<file path="config.mk">
export PLATFORM = sky130hd
export DESIGN_NAME = adder_16bit_multiword_seq
export DESIGN_NICKNAME = d
export VERILOG_FILES = /design/src/rtl/adder_16bit_multiword_seq.sv
export SDC_FILE = /design/constraint.sdc
export NUM_CORES = 1
export LEC_CHECK = 0
export ABC_AREA = 0
export BUFFER_PORTS_ARGS = -buffer_cell sky130_fd_sc_hd__buf_2
export CAP_MARGIN = 20
export CORE_MARGIN = 4
export CORE_UTILIZATION = 35
export CTS_CLUSTER_DIAMETER = 150
export DETAILED_ROUTE_END_ITERATION = 10
export PLACE_DENSITY_LB_ADDON = 0.1
export SLEW_MARGIN = 30
export SYNTH_ARGS = -nofsm -noshare
export SYNTH_HDL_FRONTEND = slang
export SYNTH_SLANG_ARGS = --single-unit
</file>
<file path="constraint.sdc">
create_clock -name clk -period 8.6 [get_ports clk]
set_input_delay 0.86 -clock clk [delete_from_list [all_inputs] [get_ports clk]]
set_output_delay 0.86 -clock clk [all_outputs]
set_load 0.05 [all_outputs]
</file>
<file path="src/rtl/adder_16bit_multiword_seq.sv">
// Wide adder sequencer: walks one 16-bit slice per cycle through an external
// combinational adder_16bit, chaining the carry, and returns the assembled sum.
module adder_16bit_multiword_seq #(
  parameter int WORDS = 4
) (
  input  logic                  clk,
  input  logic                  rst_n,
  input  logic                  in_valid,
  output logic                  in_ready,
  input  logic [16*WORDS-1:0]   op_a,
  input  logic [16*WORDS-1:0]   op_b,
  input  logic                  op_cin,
  output logic [15:0]           add_a,
  output logic [15:0]           add_b,
  output logic                  add_cin,
  input  logic [15:0]           add_sum,
  input  logic                  add_cout,
  input  logic                  add_overflow,
  output logic                  out_valid,
  input  logic                  out_ready,
  output logic [16*WORDS-1:0]   result,
  output logic                  cout,
  output logic                  overflow
);

  localparam int DATA_W = 16 * WORDS;
  localparam int IDX_W  = (WORDS > 1) ? $clog2(WORDS) : 1;
  localparam logic [IDX_W-1:0] LAST_IDX = IDX_W'(WORDS - 1);

  localparam logic [1:0] IDLE = 2'd0;
  localparam logic [1:0] RUN  = 2'd1;
  localparam logic [1:0] DONE = 2'd2;

  logic [1:0]        state;
  logic [IDX_W-1:0]  idx;
  logic [DATA_W-1:0] a_reg;
  logic [DATA_W-1:0] b_reg;
  logic              carry_reg;
  logic [15:0]       a_w   [WORDS];
  logic [15:0]       b_w   [WORDS];
  logic [15:0]       res_w [WORDS];

  // Word views of the operand/result registers so slice selection is a plain array index.
  for (genvar g = 0; g < WORDS; g++) begin : g_slice
    assign a_w[g]              = a_reg[16*g +: 16];
    assign b_w[g]              = b_reg[16*g +: 16];
    assign result[16*g +: 16]  = res_w[g];
  end

  assign in_ready  = rst_n && (state == IDLE);
  assign out_valid = (state == DONE);

  always_comb begin
    add_a   = 16'h0000;
    add_b   = 16'h0000;
    add_cin = 1'b0;
    if (state == RUN) begin
      add_a   = a_w[idx];
      add_b   = b_w[idx];
      add_cin = carry_reg;
    end
  end

  always_ff @(posedge clk) begin
    if (!rst_n) begin
      state     <= IDLE;
      idx       <= '0;
      carry_reg <= 1'b0;
      cout      <= 1'b0;
      overflow  <= 1'b0;
      for (int i = 0; i < WORDS; i++) res_w[i] <= 16'h0000;
    end else begin
      case (state)
        IDLE: begin
          if (in_valid) begin
            a_reg     <= op_a;
            b_reg     <= op_b;
            carry_reg <= op_cin;
            idx       <= '0;
            state     <= RUN;
          end
        end
        RUN: begin
          res_w[idx] <= add_sum;
          carry_reg  <= add_cout;
          // Only the top slice's flags describe the full-width add.
          if (idx == LAST_IDX) begin
            cout     <= add_cout;
            overflow <= add_overflow;
            state    <= DONE;
          end else begin
            idx <= idx + IDX_W'(1);
          end
        end
        DONE: begin
          if (out_ready) state <= IDLE;
        end
        default: state <= IDLE;
      endcase
    end
  end

endmodule

</file>
# --- Yosys cells after proc, flatten, opt, wreduce, memory -nomap -nowiden ---
# Memory sizes are Yosys's and may differ from the RTL's.
# Cells that the tools add are included.
totals:
  ram_bits: 64
  register_bits: 135
  mem_bits_ro: 0
  inputBits: 151
  n_memories: 1
  output_inout_bits: 101
  latch_bits: 0
op_classes:
  div: 0
  n_mul: 0
  magnitude_cmp: 1
  addsub: 1
  n_reduce_logical: 9
  n_eq_ne: 7
  bitwise_logic: 1
  shifts: 0
  muxes: 25
mem_list:
  columns: ["memory", "words", "width", "read_ports", "rd_ports_with_merged_regs", "write_ports", "line_no", "text"]
  rows:
  - ["res_w", 4, 16, 4, 0, 4, "41", "logic [15:0] res_w [WORDS];"]
op_table:
  columns: ["operator", "n"]
  rows:
  - ["16-bit 2-to-1 mux", 7]
  - ["16-bit binary-select mux with 2-bit select", 2]
  - ["16-bit OR reduction", 1]
  - ["2-bit 2-to-1 mux", 6]
  - ["3-bit AND reduction", 3]
  - ["1-bit 2-to-1 mux", 7]
  - ["2-bit one-hot mux with 3 select lines", 1]
  - ["2-bit equality test, second input constant", 2]
  - ["2-bit by 1-bit inequality test with 1-bit output, second input constant", 2]
  - ["2-bit inequality test, second input constant", 2]
  - ["2-bit one-hot mux with 2 select lines", 1]
  - ["2-bit AND reduction", 2]
  - ["3-bit greater-or-equal comparator, second input constant", 1]
  - ["2-bit inverter with 3-bit output", 1]
  - ["2-bit by 1-bit adder with 2-bit output, second input constant", 1]
  - ["2-bit by 1-bit equality test with 1-bit output, second input constant", 1]
  - ["2-bit zero test", 1]
  - ["1-bit one-hot mux with 2 select lines", 1]
  - ["2-bit nonzero test", 1]
  - ["1-bit logical AND", 1]

# --- Depth between registers and ports, before layout ---
depth:
  depth_word: 6
  ltp_mapped: 6
  mapped_depth_nobuf: 4

# --- Least setup slack after synthesis ---
# Ideal clock, no wire load.
synth_timing:
  kind: "input to register"
  from: "input port in_valid"
  to: "register a_reg[0], enable pin"
  arrival_time_ns: 6.668
  setup_time_ns: 0.617
  path_stages: 2
  t_required_ns: 7.983
  slack_ns: 1.316
  cell_sequence: "or3b_2 nor2_1"
synth_via:
  elab_chain_len: 1
synth_lines:
  columns: ["element", "line_no", "text"]
  rows:
  - ["start: declaration", "8", "input logic in_valid,"]
  - ["3-bit AND reduction (no line)", null, null]
  - ["end signal: assignment", "76", "a_reg <= op_a;"]
  - ["end: declaration", "36", "logic [DATA_W-1:0] a_reg;"]
# Every way passes these cells.
# A chain may end at the register's enable or synchronous reset.

# --- Worst setup path after layout ---
layout_timing:
  from: "register idx[0]"
  to: "output port add_b[14]"
layout_via:
  elab_chain_len: 5
layout_lines:
  columns: ["element", "line_no", "text"]
  rows:
  - ["start: declaration", "35", "logic [IDX_W-1:0] idx;"]
  - ["start signal: assignment", "92", "idx <= idx + IDX_W'(1);"]
  - ["2-bit inverter with 3-bit output (not written as such)", "59", "add_b = b_w[idx];"]
  - ["16-bit binary-select mux with 2-bit select", "59", null]
  - ["16-bit 2-to-1 mux (not written as such) (2 in series)", "59", null]
  - ["16-bit 2-to-1 mux", "57", "if (state == RUN) begin"]
  - ["end: declaration", "14", "output logic [15:0] add_b,"]
# Every way passes these cells. The select of a mux whose other input is x is not followed.

==> qor.yml <==
outcome:
  outcome: "finished, final reports clean"
drt:
  antenna_left: 0
  wl_mm: 17.9
  vias_per_cell: 4.67
  dr.first_iter.drc_count: 148
  wl_per_cell_microns: 19.2
  drc: 0
  vias: 4354
  firstDrtPassIters: 4
critical_path:
  worst_ep_required_time_ns: 7.74
  cp_data_arrival_time_ns: 2.70
  path_max_fanout: 23
  path_class: "flop to primary output"
  start_kind: "flop"
  critPathCaptureType: "primary output"
floorplanning:
  core_area_sq_um: 21300
  initial_core_util_pct: 36.0
  die_y_microns: 156
  io_pins: 252
  die_x_microns: 156
  dieArea_sq_um: 24300
  fp-row-count: 53
sta:
  fmax_mhz: 281
  setup-tns-final_ns: 0
  worstMarginPinSlew_ns: 0.905
  skew_ns: 0.0134
  finalHoldViolCount: 0
  setup_viol_count_final: 0
  slew_headroom_pct: 39.7
  slew_violations: 0
  rsz0062_at_grt: "no"
  post-route-period-util_pct: 41.3
  post-route-min-period_ns: 3.56
final_layout:
  area_growth_pct: 27.3
  final_cells: 932
  mostFrequentLayoutCell: "buf_2"
  post-route-util_pct: 45.9
  fillers: 1896
  fin_nets: 795
  final_layout_size_suffix_gt1_share_pct: 49.3
  final_cell_mix: "251 x buf_2, 192 x edfxtp_1, 81 x and2_1"
clocking:
  cts_resized: 0
  clockBufferDepth: 2
  cts_hold_buf: 0
  clockRootBuffer: "clkbuf_16"
  clock_sinks: 199
  insertion_delay_ns: 0.43
  cts_tree: "built"
  cts.clk_slew.worst_paths_ns: 0.07
  cts_inserted_buffers: 17
  cts_setup_buffers: 0
  cts_max_level: 4
pwr:
  p_seq_share_pct: 52.6
  power_leakage_nw: 3.87
  internal_power_mw: 1.60
  ir_worst_vdd_mv: 0.129
  p_comb_share_pct: 11.4
  p_clk_share_pct: 35.9
  switchingPower_mw: 0.546
  p_per_area_nw_per_um2: 220
  p_sw_share_pct: 25.5
place:
  dp_hpwl_mm: 12.5
  io_buffers: 251
  dp.cells: 898
  gp_congestion: 0.755
yosys:
  synth_warnings: 0
  synth_edf_count: 192
  synth_top_flop_cell: "edfxtp_1"
  yosysSeqAreaShare_pct: 77.0
  syn_nets: 541
  synth_cell_types: 30
  synth.avg_cell_area_sq_um: 19.7
  synthArstFlopShare_pct: 0
  syn_inst: 389
  ys_seq_elements: 199
  netlist_area_sq_um: 7660
grt:
  grt_pass1_vias: 4713
  grt_overflow: 0
  grtUsageTotal_pct: 14.6
  grt_max_degree: 73
  grt_pass1_wl_mm: 26.7
  antenna_found_initial: 7
flow_run:
  maxCapViolCount: 0
worst_hold_path:
  hp-class: "flop to flop"
==> routing by layer <==
| layer | routed length, microns | share of wire (%) | GRT usage [%] | up-vias |
|---|---|---|---|---|
| li1 | - | - | - | 2011 |
| met1 | 6860 | 38 | 17.3 | 2140 |
| met2 | 8880 | 50 | 24.2 | 171 |
| met3 | 1940 | 11 | 7.49 | 20 |
| met4 | 157 | 0.88 | 3.00 | 12 |
| met5 | 45 | 0.25 | 0 | - |
==> Yosys cell counts (2+ instances only) <==
library cell | instances | area share [%]
edfxtp_1 | 192 | 75
and2_1 | 81 | 6.6
mux4_2 | 28 | 8.2
and3_1 | 16 | 1.3
clkbuf_1 | 7 | 0.34
dfxtp_1 | 7 | 1.8
nand2_1 | 7 | 0.34
nand2b_1 | 5 | 0.41
a21oi_1 | 4 | 0.26
buf_2 | 4 | 0.26
mux4_1 | 4 | 1.4
clkbuf_2 | 3 | 0.20
inv_1 | 3 | 0.15
nand3_1 | 3 | 0.20
nor2_1 | 3 | 0.15
nor3_4 | 3 | 0.64
buf_12 | 2 | 0.52
buf_6 | 2 | 0.29
mux2i_1 | 2 | 0.26
o21ai_0 | 2 | 0.13
o32ai_1 | 2 | 0.23
==> path summary, 6_finish.rpt <==
check                        startpoint                         to  slack (ns)  cells past startpoint
setup / recovery    idx[0]$_SDFFE_PN0P_                  add_b[14]        5.04                      4
hold reg to reg   overflow$_SDFFE_PN0P_      overflow$_SDFFE_PN0P_        0.47                      2
setup reg to reg    idx[0]$_SDFFE_PN0P_  res_w[1][4]$_SDFFCE_PN0P_        5.64                      4
hold / removal    overflow$_SDFFE_PN0P_      overflow$_SDFFE_PN0P_        0.47                      2
==> power groups by stage <==
| stage | registers (mW) | clock network (mW) | logic (mW) |
|---|---|---|---|
| floorplan | 1.20 | 0 | 0.116 |
| global placement | 1.15 | 0 | 0.247 |
| detailed placement | 1.15 | 0 | 0.249 |
| CTS | 1.13 | 0.795 | 0.249 |
| global route | 1.13 | 0.836 | 0.261 |
| finish | 1.13 | 0.770 | 0.245 |
==> layout make-up <==
| cell class | instances | area [sq um] | share of cell area (%) |
|---|---|---|---|
| flip-flops and latches | 199 | 5910 | 60.6 |
| well taps | 275 | 344 | 3.53 |
| diodes | 2 | 5.00 | 0.0513 |
| multi-input cells | 167 | 1630 | 16.7 |
| repair buffers | 255 | 1290 | 13.3 |
| clock inverters | 13 | 141 | 1.45 |
| inverters | 3 | 11.3 | 0.115 |
| clock buffers | 18 | 429 | 4.40 |
==> logic make-up (layout without fill, tap and decap cells) <==
group / count (synthesis) / count (layout) / share of synthesized area (%)
fa+ha+maj: 1 / 1 / 0.163
compound gates: 9 / 9 / 0.718
other cells: 0 / 2 / 0
buf+inv: 23 / 289 / 2.06
flops: 199 / 199 / 77.0
simple gates: 123 / 123 / 10.2
mux: 34 / 34 / 9.86
==> per-stage QoR <==
| stage | power (mW) | area, sq um | setup WS [ns] | hold WS (ns) |
|---|---|---|---|---|
| 2_1_floorplan | 1.32 | 7660 | 1.32 | 0.508 |
| 3_3_place_gp | 1.40 | 9170 | 5.43 | 0.447 |
| 3_5_place_dp | 1.40 | 9170 | 5.40 | 0.459 |
| 4_1_cts | 2.17 | 9740 | 4.93 | 0.469 |
| 5_1_grt | 2.23 | 9760 | 4.82 | 0.494 |
| 6_report | 2.14 | 9760 | 5.04 | 0.468 |
==> worst max-delay path: stages (launching register included) <==
cell     delay [ns]
dfxtp_2        0.71
buf_4          0.53
mux4_1         0.62
and2_1         0.17
buf_2          0.21
Note: power is estimated with default switching activity, not from simulation.
